### src/rtl/stopwatch_ctrl_if.sv
// Bundle of the controller's run/pause/clear strobes, digit feedback and
// digit-counter control outputs. master = environment side, slave = controller.
interface stopwatch_ctrl_if;
   logic       start_stop;
   logic       clear;
   logic [3:0] d0;
   logic [3:0] d1;
   logic [3:0] d2;
   logic [3:0] d3;
   logic [3:0] x_out;
   logic       cnt_clr_n;
   logic       running;
   logic       ovf;

   modport master (
      output start_stop, clear, d0, d1, d2, d3,
      input  x_out, cnt_clr_n, running, ovf
   );

   modport slave (
      input  start_stop, clear, d0, d1, d2, d3,
      output x_out, cnt_clr_n, running, ovf
   );
endinterface

### src/rtl/stopwatch_ctrl.sv
// Run/pause/clear sequencer for a 4-digit BCD stopwatch. Divides clk down to
// the count rate, drives the digit enables through a decimal carry chain and
// freezes the display at 9999 on overflow.
module stopwatch_ctrl #(
   parameter int PRESCALE = 4
) (
   input  logic               clk,
   input  logic               reset,
   stopwatch_ctrl_if.slave    bus
);

   localparam int PW = (PRESCALE > 1) ? $clog2(PRESCALE) : 1;
   localparam logic [PW-1:0] PRE_MAX = PW'(PRESCALE - 1);

   typedef enum logic [1:0] {IDLE, RUN, PAUSE, OVF} state_t;

   state_t        state_q, state_d;
   logic [PW-1:0] pre_q, pre_d;
   logic          clr_n_q, clr_n_d;

   logic tick;
   logic c0, c1, c2, c3;
   logic all9;

   assign tick = (state_q == RUN) && (pre_q == PRE_MAX);
   assign c0   = (bus.d0 == 4'd9);
   assign c1   = (bus.d1 == 4'd9);
   assign c2   = (bus.d2 == 4'd9);
   assign c3   = (bus.d3 == 4'd9);
   assign all9 = c0 & c1 & c2 & c3;

   // State, prescaler and registered counter clear.
   always_ff @(posedge clk) begin
      if (reset) begin
         state_q <= IDLE;
         pre_q   <= '0;
         clr_n_q <= 1'b0;
      end else begin
         state_q <= state_d;
         pre_q   <= pre_d;
         clr_n_q <= clr_n_d;
      end
   end

   // Next state; clear wins over start_stop everywhere. The prescaler advances
   // on every RUN cycle, including the one that pauses, so the sub-tick phase
   // survives pause/resume.
   always_comb begin
      state_d = state_q;
      pre_d   = pre_q;
      clr_n_d = 1'b1;
      if (bus.clear) begin
         state_d = IDLE;
         pre_d   = '0;
         clr_n_d = 1'b0;
      end else begin
         case (state_q)
            IDLE: begin
               if (bus.start_stop) begin
                  state_d = RUN;
                  pre_d   = '0;
               end
            end
            RUN: begin
               pre_d = tick ? '0 : pre_q + PW'(1);
               if (tick && all9)
                  state_d = OVF;
               else if (bus.start_stop)
                  state_d = PAUSE;
            end
            PAUSE: begin
               if (bus.start_stop)
                  state_d = RUN;
            end
            OVF: begin
               state_d = OVF;
            end
            default: state_d = IDLE;
         endcase
      end
   end

   // Decimal carry chain; suppressed entirely on the 9999 -> overflow tick so
   // the display holds at 9999.
   always_comb begin
      bus.x_out = 4'b0000;
      if (tick && !all9)
         bus.x_out = {c0 & c1 & c2, c0 & c1, c0, 1'b1};
   end

   assign bus.cnt_clr_n = clr_n_q;
   assign bus.running   = (state_q == RUN);
   assign bus.ovf       = (state_q == OVF);

endmodule
### src/flat_wrapper.sv
// flat-port wrapper written by rule: the top's interface ports become plain ports
module stopwatch_ctrl_flat 
#(
   parameter int PRESCALE = 4
)
  (clk, reset, bus_start_stop, bus_clear, bus_d0, bus_d1, bus_d2, bus_d3, bus_x_out, bus_cnt_clr_n, bus_running, bus_ovf);
  stopwatch_ctrl_if bus_i ();
  input  logic clk;
  input  logic reset;
  input wire logic [$bits(bus_i.start_stop)-1:0] bus_start_stop;
  input wire logic [$bits(bus_i.clear)-1:0] bus_clear;
  input wire logic [$bits(bus_i.d0)-1:0] bus_d0;
  input wire logic [$bits(bus_i.d1)-1:0] bus_d1;
  input wire logic [$bits(bus_i.d2)-1:0] bus_d2;
  input wire logic [$bits(bus_i.d3)-1:0] bus_d3;
  output wire logic [$bits(bus_i.x_out)-1:0] bus_x_out;
  output wire logic [$bits(bus_i.cnt_clr_n)-1:0] bus_cnt_clr_n;
  output wire logic [$bits(bus_i.running)-1:0] bus_running;
  output wire logic [$bits(bus_i.ovf)-1:0] bus_ovf;
  assign bus_i.start_stop = bus_start_stop;
  assign bus_i.clear = bus_clear;
  assign bus_i.d0 = bus_d0;
  assign bus_i.d1 = bus_d1;
  assign bus_i.d2 = bus_d2;
  assign bus_i.d3 = bus_d3;
  assign bus_x_out = bus_i.x_out;
  assign bus_cnt_clr_n = bus_i.cnt_clr_n;
  assign bus_running = bus_i.running;
  assign bus_ovf = bus_i.ovf;
  stopwatch_ctrl #(.PRESCALE(PRESCALE)) u_core (.clk(clk), .reset(reset), .bus(bus_i));
endmodule
### config.mk
export PLATFORM = sky130hd
export DESIGN_NAME = stopwatch_ctrl_flat
export DESIGN_NICKNAME = d
export VERILOG_FILES = /design/src/rtl/stopwatch_ctrl_if.sv /design/src/rtl/stopwatch_ctrl.sv /design/src/flat_wrapper.sv
export SDC_FILE = /design/constraint.sdc
export NUM_CORES = 1
export LEC_CHECK = 0
export BUFFER_PORTS_ARGS = -buffer_cell sky130_fd_sc_hd__buf_2
export CORE_AREA = 4 4 41 43
export DETAILED_ROUTE_END_ITERATION = 12
export DIE_AREA = 0 0 45 47
export SETUP_SLACK_MARGIN = 0.02
export SLEW_MARGIN = 20
export SYNTH_ARGS = -nofsm -noshare
export SYNTH_HDL_FRONTEND = slang
export SYNTH_SLANG_ARGS = --single-unit
### constraint.sdc
create_clock -name clk -period 1.97 [get_ports clk]
set_input_delay 0 -clock clk [delete_from_list [all_inputs] [get_ports clk]]
set_output_delay 0 -clock clk [all_outputs]
set_load 0.005 [all_outputs]
; After elaboration in Yosys (flattened, before gate mapping)
; Cells that the tools add are included.
; Widths: inputs -> output; s select.
[totals]
word_cells = 37
register_bits = 5
out_inout_bits = 7
in_bits = 20
[classes]
reduce_logical = 10
n_mux = 9
bitwise_logic = 3
n_eq_ne = 11
add_sub_neg = 1
[op_table]
columns = op, count
row1 = $eq 4x4->1 const B, 4
row2 = $mux 2, 5
row3 = $eq 2x2->1 const B, 3
row4 = $pmux 2 s3, 1
row5 = $mux 4, 1
row6 = $pmux 2 s2, 1
row7 = $reduce_and 2->1, 2
row8 = $reduce_or 2->1, 2
row9 = $and 1x1->1, 3
row10 = $logic_and 1x1->1, 3
row11 = $ne 3x2->1 const B, 1
row12 = $add 2x1->2 const B, 1
row13 = $eq 2x1->1 const B, 1
row14 = $logic_not 2->1, 1
row15 = $ne 2x1->1 const B, 1
row16 = $ne 2x2->1 const B, 1
row17 = $reduce_bool 2->1, 1
row18 = $logic_not 1->1, 1
row19 = $mux 1, 1

; Logic depth before layout (Yosys ltp)
; Gate-level depths: netlist of the first run.
[depth]
ltp_word = 7
mapped_depth = 4
ltp_nobuf = 4

; Worst setup path before layout of the first run
; OpenSTA, ideal clock, no wires.
[synth_path]
path_type = reg-to-output
start = register u_core.state_q[1]
end = output bus_x_out[3]
setup_slack_ps = 885
t_arrival_ps = 1085
n_path_buf = 0
required_ps = 1970
path_stages_with_launch = 5
cell_sequence = dfxtp_1 and2b_2 nand2_1 or2_1 nor4_1
[synth_via]
elab_chain_cells = 4
[synth_lines]
columns = element, line_no
row1 = "start, declared", stopwatch_ctrl.sv:17  ; state_t state_q, state_d;
row2 = "start signal, assigned", stopwatch_ctrl.sv:39  ; state_q <= state_d;
row3 = $eq 2x1->1, n/a
row4 = named net bus_running, flat_wrapper.sv:18  ; output wire logic [$bits(bus_i.running)-1:0] bus_running;
row5 = $logic_and 1x1->1, stopwatch_ctrl.sv:25  ; assign tick = (state_q == RUN) && (pre_q == PRE_MAX);
row6 = $logic_and 1x1->1, stopwatch_ctrl.sv:87  ; if (tick && !all9)
row7 = $mux 4, stopwatch_ctrl.sv:87
row8 = "end, declared", flat_wrapper.sv:16  ; output wire logic [$bits(bus_i.x_out)-1:0] bus_x_out;
; The timed path passes the listed nets, and every way through them passes these cells.

; Final worst setup path of the first run
[layout_path]
start = register u_core.state_q[1]
end = output bus_x_out[3]
[layout_via]
elab_chain_cells = 4
[layout_lines]
columns = element, line_no
row1 = $eq 2x1->1, stopwatch_ctrl.sv:25
row2 = $logic_and 1x1->1, stopwatch_ctrl.sv:25
row3 = $logic_and 1x1->1, stopwatch_ctrl.sv:87
row4 = $mux 4, stopwatch_ctrl.sv:87
; No other way between the ends.

==> results of run 1 <==
worst max-delay path: stages (launching register included):
cell	delay, ns
dfxtp_1	0.33
and2b_2	0.26
nand2_1	0.07
or2_1	0.25
nor4_1	0.17
buf_2	0.16
cells in the final DEF (no fill, tap or decap):
master     count
a21oi_1        4
and2_1         1
and2b_2        1
buf_2         26
clkbuf_1       1
clkbuf_4       3
dfxtp_1        5
ha_1           1
inv_1          1
mux2i_1        1
nand2_1        4
nand3_1        1
nand4bb_1      3
nand4bb_4      1
nor2_1         5
nor3_1         2
nor3_2         1
nor4_1         1
nor4_2         1
o21ai_0        2
or2_1          1
or2_2          1
flip-flops by register name, summed over array words and instances (netlist names):
| register | count |
|---|---|
| u_core.pre_q | 2 |
| u_core.state_q | 2 |
| u_core.bus.cnt_clr_n | 1 |
report_power, final:
part | switching, mW | internal [mW]
Combinational | 0.0148 | 0.0239
Sequential | 0.00193 | 0.104
Clock | 0.0438 | 0.0767
Total | 0.0606 | 0.205
per-layer routing:
layer,up-vias,routed length [um],GRT usage (%)
met3,2,147,1.533
li1,195,-,-
met5,-,0,0
met2,26,280,11.86
met4,0,16,7.018
met1,142,341,8.676
worst min path at each step:
stage                     startpoint  cells after the start              endpoint
after floorplan            bus_d2[3]                      2          bus_x_out[3]
after CTS                      reset                      3  u_core.bus.cnt_clr_n
after global placement         reset                      3  u_core.bus.cnt_clr_n
after global routing           reset                      3       u_core.pre_q[1]
after detailed placement       reset                      3  u_core.bus.cnt_clr_n
final                          reset                      3  u_core.bus.cnt_clr_n
per-stage QoR:
step / cells / hold slack [ns] / power, mW / setup slack [ns]
floorplan: 37 / 0.1422 / 0.1239 / 0.8851
global placement: 78 / 0.3199 / 0.1469 / 0.7825
detailed placement: 78 / 0.3319 / 0.1474 / 0.7355
CTS: 82 / 0.07670 / 0.2681 / 0.4739
global route: 82 / 0.09751 / 0.2756 / 0.3284
finish: 82 / 0.07362 / 0.2656 / 0.4888
area by class of cell:
cell class	instances	area, um2	area share, %
Clock buffer	4	26.28	5.276
Sequential cell	5	100.1	20.10
Timing Repair Buffer	26	130.1	26.13
Inverter	1	3.754	0.7538
Tap cell	15	18.77	3.769
Multi-Input combinational cell	31	219.0	43.97
cell families after synthesis:
family          share of synthesized area (%)
simple gates                            51.55
fa+ha+maj                               3.875
buf+inv                                 1.162
mux                                     3.101
compound gates                          9.303
flops                                   31.01
==> metrics.yaml, run 1 <==
run_status:
  status: "finished, final reports clean"
finish:
  stdcell_area_um2: 498.0
  drive_gt1_share_pct: 50.75
  area_growth_pct: 54.26
  fillerInstances: 145
  num-nets-final: 89
  diodes: 0
  final_util_pct: 38.27
setup_path:
  r2r_slack_ns: 1.02
  r2r_end: "u_core.state_q[0]"
  endpoint: "bus_x_out[3]"
  cp-end-kind: "output pin"
  r2r-start: "u_core.state_q[1]"
  worst_ep_arrival_time_ns: 1.48
  crit_type: "reg -> out"
  startpoint: "u_core.state_q[1]"
  cp_max_fo: 5
  rr_worst_depth: 4
  cp-start-kind: "register"
  required_ns: 1.97
route:
  wl_um: 786
  dr.pass1.iters: 4
  detail_route.wl_per_cell_um: 9.585
  ant_nets: 0
  viasPerCell: 4.451
  drt-initial-drc-count: 1
  vias: 365
  drc_errors: 0
logic_synthesis:
  syn_inst: 37
  synth-seq-area-share_pct: 31.01
  synth_ff_type: "dfxtp_1"
  post-synth-top-area-cell: "dfxtp_1"
  synth.area.top_cells: "dfxtp_1 31%, nand4bb_1 10%, nand4bb_4 8.5%, a21oi_1 6.2%, nor2_1 5.8%"
  synth_edf_count: 0
  ys_types: 19
  yosys_warnings: 0
  synthArstFlopShare_pct: 0
  syn_area_um2: 322.8
  synthesis.nets: 58
  ys_ff_latch: 5
  syn_avg_cell_area_um2: 8.725
  synth_common_cells: "5 x dfxtp_1, 5 x nor2_1, 4 x a21oi_1, 4 x nand2_1, 3 x nand4bb_1"
  yosysTopAreaCellShare_pct: 31.01
placed_design:
  port_buffers: 26
  dp_hpwl_um: 668.9
  routabilityCongestion: 0.7521
  place_area_um2: 471.7
global_route:
  antenna_found_initial: 0
  grt_max_degree: 6
  grt_first_pass_wirelength_mm: 1.166
  overflow: 0
  grt_usage_pct: 7.595
  grt_pass1_vias: 313
sta:
  finalCriticalPeriod_ns: 1.481
  fin_tns_setup_ns: 0
  finalCritPeriodShare_pct: 75.19
  fmax_mhz: 675.1
  setup_viol: 0
  slew-limit-headroom_pct: 79.42
  grt_setup_unrepaired: "false"
  tightest_slew_ns: 0.3062
  hold_viol: 0
  fin_skew_ns: 0.001298
  drv_slew: 0
pwr:
  power.leakage_nw: 0.2360
  power.density_nw_per_um2: 533.3
  ir_worst_vdd_v: 0.0003167
floorplanning:
  core_um2: 1301
  chipHeight_um: 47
  die_x_um: 45
  dieArea_um2: 2115
  ios: 27
  initial_core_util_pct: 24.81
  rows: 13
clock_tree:
  clk_latency_ns: 0.24
  numCtsBuffers: 3
  ctsHoldBuffers: 0
  post_cts_buffers: 0
  clock_sinks: 5
  h-tree-depth: 1
  clockBufferDepth: 2
  cts-root-buf: "clkbuf_4"
  cts_tree: "done"
  cts.repair.resized: 0
  clk_pin_slew_worst_paths_ns: 0.04
min_path:
  worstHoldPathType: "in -> reg"
job:
  max-cap-violations: 0
(Power assumes the default switching activity.)
==> inputs of run 2 (changes only) <==
==> constraint.sdc (replaced) <==
create_clock -name clk -period 1.54 [get_ports clk]
set_input_delay 0 -clock clk [delete_from_list [all_inputs] [get_ports clk]]
set_output_delay 0 -clock clk [all_outputs]
set_load 0.005 [all_outputs]
==> run 2 against run 1 <==
  * Wire length is 3.3% higher
  * Clock skew is 0.00088 ns higher
  * Largest power group unchanged
  * Critical path depth stayed put
==> metrics.yaml, run 2 (synthesized netlist as in run 1, its figures left out) <==
clock_tree:
  clk_latency_ns: 0.24
  numCtsBuffers: 3
  h-tree-depth: 1
  clockBufferDepth: 2
  cts-root-buf: "clkbuf_4"
  clk_pin_slew_worst_paths_ns: 0.04
  cts_tree: "done"
  clock_sinks: 5
  cts.repair.resized: 0
  ctsHoldBuffers: 0
  post_cts_buffers: 0
floorplanning:
  core_um2: 1301
  rows: 13
  die_x_um: 45
  initial_core_util_pct: 24.81
  chipHeight_um: 47
  ios: 27
  dieArea_um2: 2115
sta:
  fin_skew_ns: 0.002178
  finalCritPeriodShare_pct: 95.76
  finalCriticalPeriod_ns: 1.475
  grt_setup_unrepaired: "true"
  tightest_slew_ns: 0.3151
  fin_tns_setup_ns: 0
  fin_ws_ns: 0.06530
  slew-limit-headroom_pct: 78.82
  drv_slew: 0
  hold_viol: 0
  setup_viol: 0
  fmax_mhz: 678.1
setup_path:
  r2r-start: "u_core.state_q[1]"
  worst_ep_arrival_time_ns: 1.47
  cp_max_fo: 5
  crit_type: "reg -> out"
  required_ns: 1.54
  r2r_slack_ns: 0.59
  rr_worst_depth: 4
  cp-end-kind: "output pin"
  r2r_end: "u_core.state_q[0]"
  cp-start-kind: "register"
finish:
  stdcell_area_um2: 510.5
  num-nets-final: 89
  drive_gt1_share_pct: 55.22
  fillerInstances: 131
  final_util_pct: 39.23
  area_growth_pct: 58.14
  final_cell_mix: "26 x buf_2, 5 x nor2_1, 4 x nand2_1, 4 x a21oi_1, 4 x dfxtp_1"
  final_common_cell: "buf_2"
  diodes: 0
run_status:
  status: "finished, final reports clean"
global_route:
  grt_usage_pct: 7.589
  grt_first_pass_wirelength_mm: 1.159
  grt_pass1_vias: 331
  antenna_found_initial: 0
  grt_max_degree: 6
  overflow: 0
placed_design:
  routabilityCongestion: 0.7493
  place_area_um2: 471.7
  dp_hpwl_um: 650.6
  pre_cts_ws_ns: 0.3352
  port_buffers: 26
route:
  ant_nets: 0
  wl_um: 812
  dr.pass1.iters: 2
  viasPerCell: 4.476
  detail_route.wl_per_cell_um: 9.902
  drt-initial-drc-count: 2
  vias: 367
  drc_errors: 0
pwr:
  ir_worst_vdd_v: 0.0004101
  power.density_nw_per_um2: 658.6
  power.leakage_nw: 0.2369
  power_mw: 0.3362
job:
  max-cap-violations: 0
min_path:
  worstHoldEndpoint: "u_core.state_q[0]"
  worstHoldPathType: "in -> reg"
  min-delay-start: "reset"
  hold_path_depth: 3
## run 2: worst max-delay path, stage by stage (launching register included)
cell and delay [ns]:
dfxtp_1 0.33, and2b_2 0.26, nand2_1 0.07, or2_1 0.28, nor4_2 0.15, buf_2 0.15
## run 2: power breakdown
| group | switching, mW | total, mW | internal, mW | leakage [nW] |
|---|---|---|---|---|
| clock | 0.0519 | 0.150 | 0.0978 | 0.0150 |
| combinational | 0.0195 | 0.0501 | 0.0306 | 0.181 |
| sequential | 0.00246 | 0.136 | 0.134 | 0.0412 |
## run 2: metrics by stage
stage | cells | hold WS (ns)
floorplan | 37 | 0.1422
global placement | 78 | 0.3198
detailed placement | 78 | 0.3301
CTS | 82 | 0.07685
global route | 82 | 0.09087
finish | 82 | 0.07954
## run 2: worst max path at each step
stage                                 start            to  cells after the start
after detailed placement  u_core.state_q[1]  bus_x_out[3]                      5
after global placement    u_core.state_q[0]  bus_x_out[3]                      5
after CTS                 u_core.state_q[1]  bus_x_out[3]                      5
after floorplan           u_core.state_q[1]  bus_x_out[3]                      4
final                     u_core.state_q[1]  bus_x_out[3]                      5
after global routing      u_core.state_q[1]  bus_x_out[3]                      5
## run 2: cell type report
cell class                      instances  area, um2  share of cell area (%)
Sequential cell                         5      101.3                   19.85
Inverter                                1      3.754                  0.7353
Multi-Input combinational cell         31      230.2                   45.10
Clock buffer                            4      26.28                   5.147
Timing Repair Buffer                   26      130.1                   25.49
Tap cell                               15      18.77                   3.676
## run 2: layer usage
| layer | wire, um | global-route usage, % | vias to the layer above | share of wire, % |
|---|---|---|---|---|
| met2 | 325 | 12.71 | 26 | 40 |
| met1 | 323 | 7.973 | 145 | 40 |
| met5 | 0 | 0 | - | 0 |
| met4 | 16 | 7.018 | 0 | 2.0 |
| met3 | 147 | 1.533 | 2 | 18 |
| li1 | - | - | 194 | - |
